### config.mk
export PLATFORM = sky130hd
export DESIGN_NAME = register_scoreboard_flat
export DESIGN_NICKNAME = d
export VERILOG_FILES = /design/src/rtl/register_scoreboard_pkg.sv /design/src/rtl/register_scoreboard_if.sv /design/src/rtl/register_scoreboard_sb_slot_reg.sv /design/src/rtl/register_scoreboard.sv /design/src/flat_wrapper.sv
export SDC_FILE = /design/constraint.sdc
export NUM_CORES = 1
export LEC_CHECK = 0
export CORE_MARGIN = 2
export CORE_UTILIZATION = 46
export CTS_BUF_LIST = sky130_fd_sc_hd__clkbuf_8
export CTS_CLUSTER_DIAMETER = 50
export DETAILED_ROUTE_END_ITERATION = 8
export PLACE_DENSITY = 0.81
export SLEW_MARGIN = 20
export SYNTH_ARGS = -nofsm -noshare
export SYNTH_HDL_FRONTEND = slang
export SYNTH_SLANG_ARGS = --single-unit
export TNS_END_PERCENT = 50
### constraint.sdc
create_clock -name clk -period 2.3 [get_ports clk]
set_input_delay 0.23 -clock clk [delete_from_list [all_inputs] [get_ports clk]]
set_output_delay 0.23 -clock clk [all_outputs]
set_load 0.01 [all_outputs]
### src/rtl/register_scoreboard_pkg.sv
// Scoreboard types shared with the ID-stage controller.
// The controller decodes register_invalid using reg_state_e.
package simple_pkg;

    typedef enum logic [2:0] {
        RS_READY     = 3'd0,
        RS_STALL     = 3'd1,
        RS_FWD_EXMEM = 3'd2,
        RS_FWD_MEMWB = 3'd3
    } reg_state_e;

    typedef struct packed {
        logic       vld;
        logic [2:0] adr;
        logic       ld;
    } sb_slot_t;

endpackage

### src/rtl/register_scoreboard_if.sv
// Scoreboard bundle between the pipeline controller and the scoreboard.
// The controller side is master; the scoreboard side is slave.
interface register_scoreboard_if #(
    parameter int NREG  = 8,
    parameter int CNT_W = 16
) ();
    logic                      regwrite_cur;
    logic [2:0]                regwrite_adr_id;
    logic                      from_main_mem;
    logic                      en_idex;
    logic                      flush_idex;
    logic                      en_exmem;
    logic                      flush_exmem;
    logic                      en_memwb;
    logic                      flush_memwb;
    logic                      hazard_stall;
    logic [NREG-1:0][2:0]      register_invalid;
    logic                      pipe_busy;
    logic [CNT_W-1:0]          stall_cnt;

    modport master (
        output regwrite_cur, regwrite_adr_id, from_main_mem,
        output en_idex, flush_idex, en_exmem, flush_exmem,
        output en_memwb, flush_memwb, hazard_stall,
        input  register_invalid, pipe_busy, stall_cnt
    );

    modport slave (
        input  regwrite_cur, regwrite_adr_id, from_main_mem,
        input  en_idex, flush_idex, en_exmem, flush_exmem,
        input  en_memwb, flush_memwb, hazard_stall,
        output register_invalid, pipe_busy, stall_cnt
    );
endinterface

### src/rtl/register_scoreboard_sb_slot_reg.sv
// One pipeline slot of the scoreboard.
// Flush clears the slot even when the enable is high.
import simple_pkg::*;

module sb_slot_reg (
    input  logic     clk,
    input  logic     rst_n,
    input  logic     en,
    input  logic     flush,
    input  sb_slot_t d,
    output sb_slot_t q
);
    always_ff @(posedge clk or negedge rst_n) begin
        if (!rst_n)
            q <= '0;
        else if (flush)
            q <= '0;
        else if (en)
            q <= d;
    end
endmodule

### src/rtl/register_scoreboard.sv
// Tracks pending register writes in EX/MEM/WB and emits per-register
// stall/forward codes for ID, plus a saturating hazard-stall counter.
import simple_pkg::*;

module register_scoreboard #(
    parameter int NREG  = 8,
    parameter int CNT_W = 16
) (
    input logic                  clk,
    input logic                  rst_n,
    register_scoreboard_if.slave sb
);
    sb_slot_t ex_d;
    sb_slot_t ex_q;
    sb_slot_t mem_q;
    sb_slot_t wb_q;
    logic [CNT_W-1:0] cnt_q;
    logic unused_wb;

    assign ex_d.vld = sb.regwrite_cur;
    assign ex_d.adr = sb.regwrite_adr_id;
    assign ex_d.ld  = sb.from_main_mem & sb.regwrite_cur;

    sb_slot_reg u_ex (
        .clk   (clk),
        .rst_n (rst_n),
        .en    (sb.en_idex),
        .flush (sb.flush_idex),
        .d     (ex_d),
        .q     (ex_q)
    );

    sb_slot_reg u_mem (
        .clk   (clk),
        .rst_n (rst_n),
        .en    (sb.en_exmem),
        .flush (sb.flush_exmem),
        .d     (ex_q),
        .q     (mem_q)
    );

    sb_slot_reg u_wb (
        .clk   (clk),
        .rst_n (rst_n),
        .en    (sb.en_memwb),
        .flush (sb.flush_memwb),
        .d     (mem_q),
        .q     (wb_q)
    );

    // WB is covered by regfile write-through, so it never sets a code.
    for (genvar r = 0; r < NREG; r++) begin : g_code
        localparam logic [2:0] RA = 3'(r);
        logic ex_hit;
        logic mem_hit;
        assign ex_hit  = ex_q.vld && (ex_q.adr == RA);
        assign mem_hit = mem_q.vld && (mem_q.adr == RA);
        assign sb.register_invalid[r] =
            ex_hit  ? (ex_q.ld ? RS_STALL : RS_FWD_EXMEM) :
            mem_hit ? RS_FWD_MEMWB : RS_READY;
    end

    assign sb.pipe_busy = ex_q.vld | mem_q.vld | wb_q.vld;
    assign unused_wb    = ^{wb_q.adr, wb_q.ld};

    always_ff @(posedge clk or negedge rst_n) begin
        if (!rst_n)
            cnt_q <= '0;
        else if (sb.hazard_stall && (cnt_q != '1))
            cnt_q <= cnt_q + 1'b1;
    end

    assign sb.stall_cnt = cnt_q;
endmodule

### src/flat_wrapper.sv
// flat-port wrapper written by rule: the top's interface ports become plain ports
module register_scoreboard_flat 
#(
    parameter int NREG  = 8,
    parameter int CNT_W = 16
)
  (clk, rst_n, sb_regwrite_cur, sb_regwrite_adr_id, sb_from_main_mem, sb_en_idex, sb_flush_idex, sb_en_exmem, sb_flush_exmem, sb_en_memwb, sb_flush_memwb, sb_hazard_stall, sb_register_invalid, sb_pipe_busy, sb_stall_cnt);
  register_scoreboard_if #(.NREG(NREG), .CNT_W(CNT_W)) sb_i ();
  input logic clk;
  input logic rst_n;
  input wire logic [$bits(sb_i.regwrite_cur)-1:0] sb_regwrite_cur;
  input wire logic [$bits(sb_i.regwrite_adr_id)-1:0] sb_regwrite_adr_id;
  input wire logic [$bits(sb_i.from_main_mem)-1:0] sb_from_main_mem;
  input wire logic [$bits(sb_i.en_idex)-1:0] sb_en_idex;
  input wire logic [$bits(sb_i.flush_idex)-1:0] sb_flush_idex;
  input wire logic [$bits(sb_i.en_exmem)-1:0] sb_en_exmem;
  input wire logic [$bits(sb_i.flush_exmem)-1:0] sb_flush_exmem;
  input wire logic [$bits(sb_i.en_memwb)-1:0] sb_en_memwb;
  input wire logic [$bits(sb_i.flush_memwb)-1:0] sb_flush_memwb;
  input wire logic [$bits(sb_i.hazard_stall)-1:0] sb_hazard_stall;
  output wire logic [$bits(sb_i.register_invalid)-1:0] sb_register_invalid;
  output wire logic [$bits(sb_i.pipe_busy)-1:0] sb_pipe_busy;
  output wire logic [$bits(sb_i.stall_cnt)-1:0] sb_stall_cnt;
  assign sb_i.regwrite_cur = sb_regwrite_cur;
  assign sb_i.regwrite_adr_id = sb_regwrite_adr_id;
  assign sb_i.from_main_mem = sb_from_main_mem;
  assign sb_i.en_idex = sb_en_idex;
  assign sb_i.flush_idex = sb_flush_idex;
  assign sb_i.en_exmem = sb_en_exmem;
  assign sb_i.flush_exmem = sb_flush_exmem;
  assign sb_i.en_memwb = sb_en_memwb;
  assign sb_i.flush_memwb = sb_flush_memwb;
  assign sb_i.hazard_stall = sb_hazard_stall;
  assign sb_register_invalid = sb_i.register_invalid;
  assign sb_pipe_busy = sb_i.pipe_busy;
  assign sb_stall_cnt = sb_i.stall_cnt;
  register_scoreboard #(.NREG(NREG), .CNT_W(CNT_W)) u_core (.clk(clk), .rst_n(rst_n), .sb(sb_i));
endmodule
# Word-level counts from Yosys, hierarchy flattened
# Index checks and enable logic that the tools add are counted.
[totals]
inputBits = 14
elab_cells = 72
output_inout_bits = 41
regBits = 27
[op_classes]
reduce_logical = 22
bitwise_logic = 3
n_eq_ne = 15
addsub = 1
mux = 23
[op_table]
columns = ["operator", "count"]
rows = [
  ["$mux 5", 6],
  ["$eq 3x3->1 const B", 8],
  ["$mux 3", 8],
  ["$mux 2", 9],
  ["$logic_and 1x1->1", 17],
  ["$add 16x1->16 const B", 1],
  ["$ne 16x16->1 const B", 1],
  ["$eq 3x2->1 const B", 4],
  ["$eq 3x1->1 const B", 2],
  ["$logic_not 3->1", 2],
  ["$reduce_bool 2->1", 3],
  ["$or 1x1->1", 2],
  ["$and 1x1->1", 1],
]

# Longest topological paths before layout
[depth]
ltp_word = 4
ltp_mapped = 5
depth_no_buf = 5

# Cells and area by module
# From an unflattened synthesis, not the netlist that was laid out.
[hier_totals]
cells_unflattened = 188
area_unflattened_um2 = 1841.8
[modules_own_cells]
columns = ["mod", "area_per_inst_um2", "instances", "seq_area_each_um2", "cells_each"]
rows = [
  ["register_scoreboard", 1226.2, 1, 400.4, 140],
  ["sb_slot_reg", 205.2, 3, 125.1, 16],
]

# Worst setup path before layout
# No wires, ideal clock.
[synth_path]
path_type = "reg2reg"
startpoint = "register u_core.cnt_q[0] (netlist: u_core.sb.stall_cnt[0])"
endpoint = "register u_core.cnt_q[1] (netlist: u_core.sb.stall_cnt[1])"
path_slack_ns = 0.472
path_buffers = 0
period_less_slack_ns = 1.828
stages_incl_launch_ff = 6
required_time_ns = 2.172
setup_time_ns = 0.128
t_arrival_ns = 1.700
path_cell_list = "dfrtp_1 ha_1 nand4_1 nor4_4 nand2b_2 mux2_1"
[synth_via]
elab_chain_len = 2
word_cells_on_any_way = 3
classes_between = "add/sub: 1; eq/ne: 1; reduce/logical: 1"
[synth_lines]
columns = ["item", "line", "rtl"]
rows = [
  ["start: declaration", "register_scoreboard.sv:17", "logic [CNT_W-1:0] cnt_q;"],
  ["start signal: assignment", "register_scoreboard.sv:70", "cnt_q <= cnt_q + 1'b1;"],
  ["branches (longest 2 deep; another with $add 16x1->16)", "-", ""],
]
# Several ways; the timed one is not identified.
# A chain may end at the register's enable or synchronous reset.

# Worst setup path in the final report
[layout_path]
startpoint = "register u_core.u_ex.q[3] (netlist name)"
endpoint = "output port sb_register_invalid[10]"
[layout_via]
elab_chain_len = 3
[layout_lines]
columns = ["item", "line", "rtl"]
rows = [
  ["start: declaration", "register_scoreboard_sb_slot_reg.sv:11", "output sb_slot_t q"],
  ["start signal: assignment", "register_scoreboard_sb_slot_reg.sv:15", "q <= '0;"],
  ["start signal: assignment", "register_scoreboard_sb_slot_reg.sv:17", "q <= '0;"],
  ["start signal: assignment", "register_scoreboard_sb_slot_reg.sv:19", "q <= d;"],
  ["$eq 3x2->1", "register_scoreboard.sv:56", "assign ex_hit = ex_q.vld && (ex_q.adr == RA);"],
  ["$logic_and 1x1->1", "register_scoreboard.sv:56", ""],
  ["$mux 3", "register_scoreboard.sv:59", "ex_hit ? (ex_q.ld ? RS_STALL : RS_FWD_EXMEM) :"],
  ["end: declaration", "flat_wrapper.sv:21", "output wire logic [$bits(sb_i.register_invalid)-1:0] sb_register_invalid;"],
]
# No other way between the ends.

==> key figures <==
Logic synthesis
  • Synth Area in XOR/XNOR: 0.07268
  • Compound-gate portion of the synthesized area: 0.08866
  • Fraction of the yosys area taken by sequential cells: 0.4153
  • Fraction of the mapped netlist area in adder cells: 0.007987
  • YS warnings: 0
  • Synth Instances: 168
  • Share of the synthesized area in the top cell type: 0.4153
  • Syn Area/Cell: 9.324 um2
  • Main combinational cell family by area after synthesis: simple AND/OR/NAND/NOR gates
  • Main flop type after synthesis: dfrtp_1
  • FFs w/ async S/R, synth: 1.000
  • Mux cell area share after synthesis: 0.07188
  • Mapped cell area: 0.001567 mm2
  • Yosys top cell by area: dfrtp_1
  • Count leader, synth: dfrtp_1
  • Simple-gate portion of the synthesized area: 0.2835
  • Commonest cells in the netlist: dfrtp_1, nand2_1, nor2_1
  • Count of state elements after synthesis: 26
  • Post-synth EDFFs: 0
  • Cells taking the most area after synthesis: dfrtp_1, mux2i_1, nand2_1, nand4_1, xor2_1
  • Yosys cell types: 34

Place
  • Placed cell count: 253
  • Final GP Congestion: 0.8234
  • Hpwl dp: 2411 um
  • Port Buffers: 46

Pwr
  • Sequential share of power: 0.507
  • Pwr per Cell Area: 581.0 mW/mm2
  • Switching portion of total power: 0.2982
  • Clk network pwr share: 0.231
  • Gate power share: 0.262
  • Psw: 364.0 uW
  • Lkg Pwr: 0.9428 nW
  • Worst vdd ir: 0.4694 mV
  • Final Total Pwr: 1.221 mW
  • Int Pwr: 856.6 uW

Clock tree
  • CTS Buffer Depth: 2
  • Post-CTS resize count: 0
  • H-tree depth: 1
  • Hold_buf cts: 0
  • Reg clk slew, reported paths: 0.08 ns
  • Insertion delay to the later sink of the worst-skew pair: 0.26 ns
  • Clock root cell: clkbuf_8
  • Post-CTS setup buffer count: 0
  • Total CTS buffers: 3
  • CTS sink cnt: 26
  • CTS tree: done

STA
  • Final Max Slew Viols: 0
  • Clock Skew: 0.0006890 ns
  • Crit path time final: 2.181 ns
  • Hold Vio Cnt, Final: 0
  • Setup violators final: 0
  • Hold WS: 0.3158 ns
  • Peak Freq: 458.4 MHz
  • Period utilisation layout: 0.9484

Route
  • Vias: 1363
  • DRC: 0
  • DR vias/cell: 5.304
  • WL final: 3230 um
  • First-pass DRT Iterations: 6
  • WL per Instance: 12.57 um
  • Antenna-violating nets left: 0
  • Initial DRC Count: 118

Global routing
  • Largest net degree at the start of global routing: 27
  • Vias in the first global route: 1247
  • All-layer global routing usage: 0.1682
  • Gr ovfl total: 0
  • Global-route wire length before repair: 5395 um
  • Initial antenna violation count: 0

Run status
  • Status: finished clean

Cells and area
  • Final nets: 227
  • Share of cells above drive strength 1: 0.06161
  • Fin util: 0.6345
  • Reg area: 650.6 um2
  • Non-filler cells, final: 257
  • Area Overhead vs Synth: 34.11%
  • ANT cells: 0
  • Multi-input logic area: 862.1 um2
  • Fillers: 285

Floorplanning
  • Ports: 55
  • Chip Height: 62.36 um
  • Initial Util: 0.4732
  • Die W: 62.36 um
  • Full die area: 0.003888 mm2
  • Row count: 21
  • Total core area: 0.003311 mm2

Critical path
  • Logic depth of the worst path, buffers included: 4
  • R2R depth: 5
  • Critical Path RT: 2.07 ns
  • Critical Path AT: 1.95 ns
  • Buffers and inverters on the worst path: 1
  • Cells along the critical path: nand2b_1, o2111ai_1, o31ai_1, clkdlybuf4s50_1
  • Worst path top cell family by delay: buffers and inverters
  • Largest stage delay, worst path: 0.50 ns
  • CP max FO: 8
  • Worst setup EP type: output pin
  • Critical path's slowest cell: clkdlybuf4s50_1
  • CP Class: reg -> out
  • Crit path launch type: flop

Min path
  • Hold Path Class: in -> async

Run
  • Total of max-cap violations: 0
-- state kept, by name, indices dropped and copies added, names as in the netlist --
signal	cells
u_core.u_ex.q	5
u_core.sb.stall_cnt	16
u_core.u_mem.q	4
u_core.u_wb.q	1
-- power groups by stage --
stage / clock network (mW) / logic [mW] / registers (mW)
2_1_floorplan: 0 / 0.143 / 0.625
3_3_place_gp: 0 / 0.318 / 0.624
3_5_place_dp: 0 / 0.324 / 0.621
4_1_cts: 0.291 / 0.324 / 0.616
5_1_grt: 0.309 / 0.361 / 0.635
6_report: 0.281 / 0.320 / 0.619
-- metal layers --
metal	up-vias	track usage	part of all wire
li1	668	-	-
met3	9	0.01268	0.046
met1	638	0.2193	0.44
met4	0	0.08056	0.022
met5	-	0	0
met2	48	0.2853	0.49
-- cell usage in the layout, fill, tap and decap left out, types with 3 or more instances in the layout --
cell type        count
conb_1               8
xnor2_1              6
nor3_1               5
clkbuf_8             4
and3_1               3
nand3_1              6
nand2_1             19
nor2_1              16
dfrtp_1             26
clkdlybuf4s50_1     46
o21ai_0              3
o31ai_1              6
o211ai_1             4
nand2b_1             4
xor2_1               7
nor2b_1              5
nand4_1             11
mux2i_1              9
and2_1               3
o2111ai_1            3
-- per-stage QoR --
step / cell area (um2) / setup TNS [ns] / worst slack (ns)
after CTS: 2091 / 0 / 0.03289
after detailed placement: 2036 / 0 / 0.3325
after floorplan: 1593 / 0 / 0.4721
final: 2101 / 0 / 0.1187
after global placement: 2036 / 0 / 0.3870
after global routing: 2101 / -0.001336 / -0.001336
-- cells by family after synthesis --
| family | after synthesis |
|---|---|
| DFF | 26 |
| buffers and inverters | 16 |
| adders and majority gates | 1 |
| AOI/OAI and AO/OA | 19 |
| and+or+nand+nor | 81 |
| muxes | 11 |
| xor gates and xnor gates | 13 |
| other | 1 |
-- cell type report --
type	count	share of cell area
flip-flops and latches	26	0.3097
clock buffers	4	0.02621
well taps	46	0.02740
repair buffers	48	0.2263
multi-input cells	133	0.4104
-- path summary, 6_finish.rpt --
path	end	start	slack, ns
max in group asynchronous	u_core.u_ex.q[2]	rst_n	1.74
min in group clk	u_core.u_wb.q[4]	sb_flush_memwb	0.49
min reg2reg	u_core.sb.stall_cnt[11]	u_core.sb.stall_cnt[11]	0.50
max reg2reg	u_core.sb.stall_cnt[1]	u_core.sb.stall_cnt[0]	0.47
max	sb_register_invalid[10]	u_core.u_ex.q[3]	0.12
min	u_core.sb.stall_cnt[8]	rst_n	0.32
No activity file was read; power rests on OpenSTA's default activity.
